`src/rtl/lopd_pipe_if.sv`:
```
// Valid/ready bundle for lopd_pipe: the word and tag go in, the normalised result comes out.
// The master side drives the input word and the downstream ready; the slave side is the pipe.
interface lopd_pipe_if #(
   parameter int DATA_W = 24,
   parameter int TAG_W  = 4
);
   localparam int POS_W = $clog2(DATA_W);

   logic              i_valid;
   logic              o_ready;
   logic [DATA_W-1:0] i_data;
   logic [TAG_W-1:0]  i_tag;
   logic              o_valid;
   logic              i_ready;
   logic [POS_W-1:0]  o_pos_one;
   logic              o_zero_flag;
   logic [DATA_W-1:0] o_data_norm;
   logic [TAG_W-1:0]  o_tag;

   modport master (
      output i_valid, i_data, i_tag, i_ready,
      input  o_ready, o_valid, o_pos_one, o_zero_flag, o_data_norm, o_tag
   );

   modport slave (
      input  i_valid, i_data, i_tag, i_ready,
      output o_ready, o_valid, o_pos_one, o_zero_flag, o_data_norm, o_tag
   );
endinterface

```
`src/rtl/lopd_pipe.sv`:
```
// Two-stage leading-one detector and left normaliser for the FPU_ADD datapath.
// Stage 1 encodes each 4-bit segment; stage 2 picks the top non-zero segment and shifts.
module lopd_pipe #(
   parameter int DATA_W = 24,
   parameter int TAG_W  = 4
) (
   input logic        i_clk,
   input logic        i_rst_n,
   lopd_pipe_if.slave bus
);
   localparam int POS_W = $clog2(DATA_W);
   localparam int NSEG  = (DATA_W + 3) / 4;
   localparam int PAD_W = NSEG * 4;

   logic              en1, en2;
   logic              v1_q, v1_d, v2_q, v2_d;
   logic [1:0]        seg_pos_q [NSEG];
   logic [1:0]        seg_pos_d [NSEG];
   logic [NSEG-1:0]   seg_zero_q, seg_zero_d;
   logic [DATA_W-1:0] data1_q, data1_d;
   logic [TAG_W-1:0]  tag1_q, tag1_d;
   logic [POS_W-1:0]  pos_q, pos_d, pos_full;
   logic              zero_q, zero_d;
   logic [DATA_W-1:0] norm_q, norm_d;
   logic [TAG_W-1:0]  tag2_q, tag2_d;
   logic [PAD_W-1:0]  padded;
   logic [3:0]        nib;

   always_comb begin
      en2 = ~v2_q | bus.i_ready;
      en1 = ~v1_q | en2;
   end

   // The padding sits below the LSB, so it can never hold the leading one.
   always_comb begin
      padded                      = '0;
      padded[PAD_W-1 -: DATA_W]   = bus.i_data;
      nib                         = '0;
      v1_d                        = v1_q;
      data1_d                     = data1_q;
      tag1_d                      = tag1_q;
      seg_zero_d                  = seg_zero_q;
      for (int s = 0; s < NSEG; s++) begin
         seg_pos_d[s] = seg_pos_q[s];
      end
      if (en1) begin
         v1_d    = bus.i_valid;
         data1_d = bus.i_data;
         tag1_d  = bus.i_tag;
         for (int s = 0; s < NSEG; s++) begin
            nib           = padded[PAD_W-1-4*s -: 4];
            seg_zero_d[s] = (nib == 4'b0000);
            casez (nib)
               4'b1???: seg_pos_d[s] = 2'd0;
               4'b01??: seg_pos_d[s] = 2'd1;
               4'b001?: seg_pos_d[s] = 2'd2;
               4'b0001: seg_pos_d[s] = 2'd3;
               default: seg_pos_d[s] = 2'd0;
            endcase
         end
      end
   end

   // Walking from the bottom segment upward leaves the lowest non-zero index as the winner.
   always_comb begin
      pos_full = '0;
      for (int s = NSEG - 1; s >= 0; s--) begin
         if (!seg_zero_q[s]) begin
            pos_full = POS_W'(4 * s) + POS_W'(seg_pos_q[s]);
         end
      end
      v2_d   = v2_q;
      pos_d  = pos_q;
      zero_d = zero_q;
      norm_d = norm_q;
      tag2_d = tag2_q;
      if (en2) begin
         v2_d   = v1_q;
         pos_d  = pos_full;
         zero_d = &seg_zero_q;
         norm_d = data1_q << pos_full;
         tag2_d = tag1_q;
      end
   end

   always_ff @(posedge i_clk) begin
      if (!i_rst_n) begin
         v1_q       <= 1'b0;
         v2_q       <= 1'b0;
         seg_zero_q <= '0;
         data1_q    <= '0;
         tag1_q     <= '0;
         pos_q      <= '0;
         zero_q     <= 1'b0;
         norm_q     <= '0;
         tag2_q     <= '0;
         for (int s = 0; s < NSEG; s++) begin
            seg_pos_q[s] <= 2'd0;
         end
      end else begin
         v1_q       <= v1_d;
         v2_q       <= v2_d;
         seg_zero_q <= seg_zero_d;
         data1_q    <= data1_d;
         tag1_q     <= tag1_d;
         pos_q      <= pos_d;
         zero_q     <= zero_d;
         norm_q     <= norm_d;
         tag2_q     <= tag2_d;
         for (int s = 0; s < NSEG; s++) begin
            seg_pos_q[s] <= seg_pos_d[s];
         end
      end
   end

   assign bus.o_ready     = en1;
   assign bus.o_valid     = v2_q;
   assign bus.o_pos_one   = pos_q;
   assign bus.o_zero_flag = zero_q;
   assign bus.o_data_norm = norm_q;
   assign bus.o_tag       = tag2_q;
endmodule
```
`src/flat_wrapper.sv`:
```
// flat-port wrapper written by rule: the top's interface ports become plain ports
module lopd_pipe_flat 
#(
   parameter int DATA_W = 24,
   parameter int TAG_W  = 4
)
  (i_clk, i_rst_n, bus_i_valid, bus_i_data, bus_i_tag, bus_i_ready, bus_o_ready, bus_o_valid, bus_o_pos_one, bus_o_zero_flag, bus_o_data_norm, bus_o_tag);
  lopd_pipe_if #(.DATA_W(DATA_W), .TAG_W(TAG_W)) bus_i ();
  input logic i_clk;
  input logic i_rst_n;
  input wire logic [$bits(bus_i.i_valid)-1:0] bus_i_valid;
  input wire logic [$bits(bus_i.i_data)-1:0] bus_i_data;
  input wire logic [$bits(bus_i.i_tag)-1:0] bus_i_tag;
  input wire logic [$bits(bus_i.i_ready)-1:0] bus_i_ready;
  output wire logic [$bits(bus_i.o_ready)-1:0] bus_o_ready;
  output wire logic [$bits(bus_i.o_valid)-1:0] bus_o_valid;
  output wire logic [$bits(bus_i.o_pos_one)-1:0] bus_o_pos_one;
  output wire logic [$bits(bus_i.o_zero_flag)-1:0] bus_o_zero_flag;
  output wire logic [$bits(bus_i.o_data_norm)-1:0] bus_o_data_norm;
  output wire logic [$bits(bus_i.o_tag)-1:0] bus_o_tag;
  assign bus_i.i_valid = bus_i_valid;
  assign bus_i.i_data = bus_i_data;
  assign bus_i.i_tag = bus_i_tag;
  assign bus_i.i_ready = bus_i_ready;
  assign bus_o_ready = bus_i.o_ready;
  assign bus_o_valid = bus_i.o_valid;
  assign bus_o_pos_one = bus_i.o_pos_one;
  assign bus_o_zero_flag = bus_i.o_zero_flag;
  assign bus_o_data_norm = bus_i.o_data_norm;
  assign bus_o_tag = bus_i.o_tag;
  lopd_pipe #(.DATA_W(DATA_W), .TAG_W(TAG_W)) u_core (.i_clk(i_clk), .i_rst_n(i_rst_n), .bus(bus_i));
endmodule
```
`config.mk`:
```
export PLATFORM = sky130hd
export DESIGN_NAME = lopd_pipe_flat
export DESIGN_NICKNAME = d
export VERILOG_FILES = /design/src/rtl/lopd_pipe_if.sv /design/src/rtl/lopd_pipe.sv /design/src/flat_wrapper.sv
export SDC_FILE = /design/constraint.sdc
export NUM_CORES = 1
export LEC_CHECK = 0
export ABC_AREA = 1
export CAP_MARGIN = 10
export CORE_ASPECT_RATIO = 1.2
export CORE_MARGIN = 3
export CORE_UTILIZATION = 49
export CTS_BUF_LIST = sky130_fd_sc_hd__clkbuf_16
export DETAILED_ROUTE_END_ITERATION = 16
export PLACE_DENSITY = 0.77
export SYNTH_ARGS = -nofsm -noshare
export SYNTH_HDL_FRONTEND = slang
export SYNTH_SLANG_ARGS = --single-unit
```
`constraint.sdc`:
```
create_clock -name i_clk -period 1.7 [get_ports i_clk]
set_input_delay 0.34 -clock i_clk [delete_from_list [all_inputs] [get_ports i_clk]]
set_output_delay 0.34 -clock i_clk [all_outputs]
set_load 0.01 [all_outputs]
```
==> flow_results.org, run 1 <==
** STA
- For this run, the top clock speed supported by timing is 0.530 GHz.
- RSZ-0062 raised after global routing :: true
- The hold violation total from the final report came to 0.
- Final setup violation count :: 20
- The count of pins over their slew limit is 0.
- On the final layout, the worst clock skew is 0.00658 ns.
- In the post-route analysis, the smallest setup slack over all paths is -0.187 ns.
- Final-layout setup total negative slack :: -1.92 ns
- For the pin with the worst max-slew slack, the measured transition is 0.367 ns.
- After layout, the worst path uses 111% of the clock period.
- Subtracting the final worst setup slack from the clock period gives 1.89 ns.
- Normalized max-slew margin :: 75.5%

** Floorplanning
- Die area :: 0.0101 mm^2
- In this run the core area contains 37 standard-cell rows.
- Initial cell density of the core :: 50.7%
- Total core area :: 0.00866 mm^2
- Die width :: 92.4 um
- Number of I/O pins :: 68
- The floorplan step set the die height to 110 um.

** Clocking
- CTS HTree Levels :: 3
- The clock passes through at most 2 buffers.
- The tree is rooted in a clkbuf_16.
- Number of buffers inserted during clock tree synthesis :: 9
- Later-pin clock latency in the skew report :: 0.34 ns
- Clock-pin slew was measured on the worst setup and hold paths at 0.06 ns.
- Counting every sink on the clock net gives 82.
- TritonCTS built the clock tree.

** Drt
- Met1 wire length :: 5560 um
- The first detailed-routing pass ran for 5 iterations.
- Detail Route Antenna Nets :: 0
- After the first detailed-routing iteration, the DRC count stood at 443.
- After detailed routing, the average wire length per cell comes to 15.4 um.
- DR WL met3 :: 777 um
- Dividing the detail-routed via count by the number of cells gives 5.66.
- Met2 WL :: 6710 um
- Total vias in the final route :: 5011
- After detailed routing, the total wire length is 13600 um.
- DRC errors left :: 0
- In this run the top signal layer used is met4.

** Synthesis
- Sequential elements use 37.4% of the synthesized area.
- The most common cell in the synthesized netlist is nand2_1.
- Post-synthesis instance area :: 0.00439 mm^2
- Most common library cells after synthesis :: nand2_1, nand3_1, dfxtp_1
- Number of warning messages in the yosys log :: 0
- When the netlist entered floorplanning its net count stood at 707.
- The biggest area contributor in the post-synthesis netlist is dfxtp_1.
- Mapped Avg Cell Area :: 6.51 um^2
- Post-synth ARST share :: 0%
- In this run, distinct cell masters in the synthesized netlist total 29.
- In the synthesized netlist the dominant register cell turns out to be dfxtp_1.
- In the post-synthesis netlist, the biggest area contributors are dfxtp_1, nand3_1, nand2_1.
- In this run, synthesis inferred 0 flip-flops with an integrated enable.
- Counting flops and latches in the post-synthesis netlist gives 82.
- Synthesis produced 675 cells.
- Summed over its instances, the top area cell type makes up 37.4% of the synthesized netlist area.

** Final layout
- Layout cells sized above 1 :: 23.8%
- Across the whole layout, storage elements account for 0.00165 mm^2.
- Filler cell count in the final layout :: 693
- Ant diodes :: 0
- Multi-input gate area in the final layout :: 0.00272 mm^2
- Count of nets after finishing :: 796
- Relative to the synthesized area, the layout overhead comes to 43.1%.

** Power
- Largest vdd supply drop :: 0.571 mV
- Dividing total power by cell area gives a power density of 805 mW/mm^2.
- The design draws 5.06 mW.
- LEAKAGE :: 2.71 nW

** Global route
- First-pass GRT wire length :: 20000 um
- Global routing consumed, over all layers together, 24.6% of the routing resources.
- Maximum number of pins on one net before global-route repair :: 50
- Vias in the first global route :: 4363
- For this run the aggregate overflow at the end of global routing stands at 0.
- The number of antenna violations at the first check in global routing came to 0.

** Setup path
- Top cell by count, worst path :: nand3_1
- Critical-path cell list :: inv_4, nand2_1, nand3_2, nand2_2, nand2_4, nand2_8, clkbuf_16, nand3_1, nand3_1, nand3_1, nand3_1, nand2_1, nand2_1, a21oi_2
- For the worst setup path, the data required time is 1.92 ns.
- The critical path is of the reg -> reg type.
- Arrival time at the worst endpoint :: 2.11 ns
- STA classifies the critical path startpoint as a flop.
- STA classifies the critical path endpoint as a flop.
- Worst Path Max Fanout :: 6
- The slowest stage of the critical path belongs to the cell dfxtp_4.
- For this run, the slowest stage of the critical path takes 0.38 ns.

** Place
- HPWL Detailed :: 8670 um
- At the end of routability-driven placement, the weighted congestion stood at 0.939.
- Buffers placed on the I/O ports in this run total 67.

** Hold path
- Worst min-delay path class :: reg -> reg

** Job
- Number of max-capacitance violations reported :: 0

** Outcome
- The flow ran to the end, but the final reports show violations.
- Failing checks :: setup timing
## routing by layer
metal | track usage (%) | vias up
met5 | 0 | -
met4 | 10.4 | 0
met3 | 4.31 | 60
met2 | 41.1 | 208
met1 | 31.4 | 2307
li1 | - | 2436
## worst max-delay path: cells and delay by family (launching register included)
kind | cells | cell delay [ns]
simple gates | 11 | 1.13
flops | 1 | 0.38
buf+inv | 2 | 0.21
compound gates | 1 | 0.05
## where the power goes
group	leakage, nW	internal [mW]	switching, mW
clock network	0.143	1.13	0.775
registers	0.679	2.04	0.0655
logic	1.89	0.464	0.583
total	2.71	3.64	1.42
## stage by stage
stage          worst slack [ns]  instances  hold slack [ns]  area, um^2  util [%]
5_1_grt                  -0.297        886            0.492        6280      72.6
3_3_place_gp             -0.286        858            0.452        5340      61.7
4_1_cts                 -0.0971        876            0.463        5770      66.7
2_1_floorplan            0.0351        675            0.434        4390         -
3_5_place_dp             -0.277        858            0.454        5340      61.7
6_report                 -0.187        886            0.464        6280      72.6
## state kept, by name (all words and copies together), names as in the netlist
register,flops
u_core.bus.o_data_norm,24
u_core.bus.o_pos_one,5
u_core.bus.o_tag,4
u_core.bus.o_valid,1
u_core.bus.o_zero_flag,1
u_core.data1_q,24
u_core.seg_pos_q,12
u_core.seg_zero_q,6
u_core.tag1_q,4
u_core.v1_q,1
## path summary, 6_finish.rpt
path	startpoint	slack, ns	cells after the start	to
max	u_core.seg_zero_q[4]$_SDFFE_PN0P_	-0.19	14	u_core.bus.o_data_norm[17]$_SDFFE_PN0P_
min	u_core.bus.o_data_norm[9]$_SDFFE_PN0P_	0.46	2	u_core.bus.o_data_norm[9]$_SDFFE_PN0P_
max reg2reg	u_core.seg_zero_q[4]$_SDFFE_PN0P_	-0.19	14	u_core.bus.o_data_norm[17]$_SDFFE_PN0P_
min reg2reg	u_core.bus.o_data_norm[9]$_SDFFE_PN0P_	0.46	2	u_core.bus.o_data_norm[9]$_SDFFE_PN0P_
## cell families after synthesis
| family | count (synthesis) | share of synthesized area [%] |
|---|---|---|
| simple gates | 345 | 35.3 |
| compound gates | 144 | 17.1 |
| buf+inv | 104 | 10.2 |
| flops | 82 | 37.4 |
## cells in the final DEF, fill, tap and decap left out, types with 23 or more instances in the layout
| cell | count |
|---|---|
| buf_4 | 35 |
| dfxtp_1 | 78 |
| nand2_2 | 23 |
| nor2_1 | 41 |
| clkdlybuf4s50_1 | 66 |
| nand2_1 | 124 |
| o21ai_0 | 58 |
| a21oi_1 | 59 |
| nand3_1 | 85 |
| nand3_2 | 42 |
| inv_1 | 52 |
## repair_timing
| action | 4_1_cts | 5_1_grt |
|---|---|---|
| setup buffers | 0 | 3 |
| cloned | 2 | 7 |
| hold buffers | 0 | 0 |
| resized for setup | 30 | 87 |
| setup endpoints to repair | 25 | 31 |
| pin swaps | 6 | 36 |
## cell type report
type / count / area share, %
clock inverter: 7 / 1.13
sequential: 82 / 26.3
clock buffer: 9 / 3.58
tap: 117 / 2.33
timing repair buffer: 116 / 19.0
multi-input combinational: 490 / 43.3
timing repair inverter: 2 / 0.279
inverter: 63 / 4.10
(Power assumes the default switching activity.)
==> run 2: changes to the inputs <==
--- a/config.mk
+++ b/config.mk
@@ -13,6 +13,7 @@
 export CTS_BUF_LIST = sky130_fd_sc_hd__clkbuf_16
 export DETAILED_ROUTE_END_ITERATION = 16
 export PLACE_DENSITY = 0.77
+export SETUP_SLACK_MARGIN = 0.05
 export SYNTH_ARGS = -nofsm -noshare
 export SYNTH_HDL_FRONTEND = slang
 export SYNTH_SLANG_ARGS = --single-unit
==> run 2 against run 1 <==
Effect of this change: the flow still finishes with violations (setup timing); cell count increased by 0.34%; total power grew 0.50%; worst hold slack worse by 0.0040 ns; count of clock-buffer cells in the layout unchanged; sequential power barely moved; via count rose by 2.7%; non-clock buffer count rose by 4; core utilization increased by 1.6 points; global-route usage shrank 0.13 points; maximum frequency grew 0.44%; register-to-register slack about the same; flip-flop and latch count stayed put.
==> flow_results.org, run 2 (same netlist as run 1, synthesis figures left out) <==
** Outcome
- The flow ran to the end, but the final reports show violations.
- Failing checks :: setup timing

** Drt
- Average wire per cell in the routed design :: 16.2 um
- The detail route stage leaves a number of antenna-violating nets equal to 0.
- DRC errors left :: 0
- Dividing the detail-routed via count by the number of cells gives 5.79.
- The first detailed-routing pass took 7 iterations.
- Total vias in the final route :: 5146
- 1st-iter DRT viols :: 493
- Routed WL :: 14400 um

** STA
- The count of pins over their slew limit was 0.
- RSZ-0062 raised after global routing :: true
- On the final layout, the worst clock skew is 0.00660 ns.
- Final min period :: 1.88 ns
- Achievable frequency :: 0.532 GHz
- Transition time at the pin with the least slew margin :: 0.325 ns
- Setup violations remaining at the end of the flow were counted as 20.
- The hold violation total from the final report came to 0.
- Final WS setup :: -0.178 ns
- Period utilisation layout :: 110%
- Final-layout worst hold slack :: 0.460 ns
- Normalized max-slew margin :: 78.3%

** Setup path
- Top cell by count, worst path :: nand2_1
- Max stage delay on crit path :: 0.38 ns
- Data arrives at the worst endpoint at 2.11 ns.
- In this design, the largest share of critical-path delay is due to simple AND/OR/NAND/NOR gates.
- The slowest stage of the critical path is the dfxtp_4 cell.
- STA classifies the critical path endpoint as a flop.
- For the worst setup path, the data required time is 1.93 ns.
- By startpoint and endpoint, the worst setup path is classified as reg -> reg.
- Along the worst path, the maximum fanout reaches 24.
- The number of buffers and inverters on the critical path is 1.
- The signal on the critical path passes through nand3_1, nand3_1, nand2_1, nand2_1, nand2_2, nand2_4, buf_12, nand3_2, nand2_1, nand2_1, nand3_1, nand2_2, a21oi_2, nor2_1.
- The worst setup path is launched from a flop.

** Floorplanning
- Initial cell density of the core :: 50.7%
- Die width :: 92.4 um
- Number of I/O pins :: 68
- Total core area :: 0.00866 mm^2
- In this run the vertical extent of the chip is 110 um.
- Row generation in the floorplan step produced 37 rows.
- Die area :: 0.0101 mm^2

** Place
- Input/output buffers :: 67
- HPWL Detailed :: 8940 um
- At the end of routability-driven placement, the weighted congestion stood at 0.916.

** Clocking
- The H-tree generated during clock tree synthesis spans 3 levels.
- Buffers inserted to repair hold after CTS numbered 0.
- Clock-pin slew on the worst setup and hold paths :: 0.06 ns
- For this design, the sink count on the clock tree is 82.
- CTS placed an instance of clkbuf_16 at the clock tree root.
- Counting the buffers created by CTS gives 9.
- The clock reaches the later pin of the worst-skew pair after 0.34 ns.
- TritonCTS clock tree :: yes
- Number of buffers between clock root and the deepest sink :: 2

** Final layout
- Post-synthesis to final-layout area growth :: 46.2%
- After the last flow step, the layout net total stands at 799.
- Ant diodes :: 0
- The multi-input combinational cells in the finished layout cover a total of 0.00289 mm^2.
- Most common cell after layout, fill and taps aside :: nand2_1
- Layout cells sized above 1 :: 27.8%
- Filler cell count in the final layout :: 655
- The sequential cells in the finished layout cover a total of 0.00165 mm^2.
- Post-route core utilization :: 74.2%
- Commonest cells after routing, fill and taps aside :: nand2_1, dfxtp_1, nand3_1, clkdlybuf4s50_1, nand3_2

** Job
- Across the run, the number of max-cap violations was 0.

** Global route
- Maximum number of pins on one net before global-route repair :: 41
- Global routing used 24.5% of the available tracks across all layers.
- GR Layer Usage met3 :: 3.49%
- Vias in the first global route :: 4337
- The total overflow left after global routing is 0.
- GRT met2 Usage :: 42.0%
- Met1 Resource Use GR :: 31.5%
- The first global-routing pass estimated 20100 um of wire.
- Busiest layer in global routing :: met2
- The number of antenna violations at the first check in global routing was 0.

** Power
- Internal portion of total power :: 3.64 mW
- Sequential cells account for 41.5% of the total power.
- In this run the static leakage power is 2.81 nW.
- Sw Pwr :: 1.45 mW
- Clock group share of total power :: 37.1%
- For this design the ratio of total power to cell area is 792 mW/mm^2.
- Largest vdd supply drop :: 0.460 mV
- Of the total power, the share spent switching nets is 28.5%.
- Combinational logic burns 21.4% of the power.

** Hold path
- The tightest min-delay check is of the reg -> reg type.
-- run 2: final cells by class --
cell class	instances	area share, %
Clock buffer	9	3.51
Clock inverter	7	0.974
Inverter	63	4.09
Multi-Input combinational cell	491	45.0
Sequential cell	82	25.7
Tap cell	117	2.28
Timing Repair Buffer	120	18.5
-- run 2: worst reg2reg max path: stages (launching register included) --
cell and delay (ns):
dfxtp_4 0.38, nand3_1 0.09, nand3_1 0.09, nand2_1 0.06, nand2_1 0.08, nand2_2 0.07
nand2_4 0.12, buf_12 0.20, nand3_2 0.13, nand2_1 0.09, nand2_1 0.08, nand3_1 0.09
nand2_2 0.08, a21oi_2 0.15, nor2_1 0.06
-- run 2: power by group through the flow --
| stage | Combinational, mW | Clock (mW) | Sequential (mW) |
|---|---|---|---|
| detailed placement | 0.885 | 0 | 2.14 |
| floorplan | 0.487 | 0 | 2.17 |
| global route | 1.17 | 2.00 | 2.12 |
| global placement | 0.868 | 0 | 2.14 |
| finish | 1.09 | 1.89 | 2.11 |
| CTS | 0.910 | 1.90 | 2.10 |
-- run 2: through the flow --
| step | std cells | total power [mW] | TNS (ns) | worst slack [ns] | cell area [um^2] |
|---|---|---|---|---|---|
| floorplan | 675 | 2.65 | 0 | 0.0584 | 4400 |
| global placement | 859 | 3.01 | -8.00 | -0.296 | 5370 |
| detailed placement | 859 | 3.03 | -10.03 | -0.293 | 5370 |
| CTS | 875 | 4.92 | -0.646 | -0.0744 | 5750 |
| global route | 889 | 5.30 | -4.10 | -0.270 | 6420 |
| finish | 889 | 5.09 | -1.82 | -0.178 | 6420 |
-- run 2: layer usage --
metal  routed length, um  vias up
met5                   0        -
met2                7130      270
met3                 988       60
met4                 531        0
li1                    -     2434
met1                5720     2382
-- run 2: final timing paths --
check / from / to / slack, ns / cells after the start
setup / recovery: u_core.seg_zero_q[4]$_SDFFE_PN0P_ / u_core.bus.o_data_norm[19]$_SDFFE_PN0P_ / -0.18 / 14
setup reg to reg: u_core.seg_zero_q[4]$_SDFFE_PN0P_ / u_core.bus.o_data_norm[19]$_SDFFE_PN0P_ / -0.18 / 14
hold / removal: u_core.bus.o_data_norm[13]$_SDFFE_PN0P_ / u_core.bus.o_data_norm[13]$_SDFFE_PN0P_ / 0.46 / 2
hold reg to reg: u_core.bus.o_data_norm[13]$_SDFFE_PN0P_ / u_core.bus.o_data_norm[13]$_SDFFE_PN0P_ / 0.46 / 2
-- run 2: repair_timing --
action,4_1_cts,5_1_grt
gates resized for setup,25,131
pin swaps,3,41
setup endpoints to repair,26,35
buffers inserted,0,9
cloned,0,5
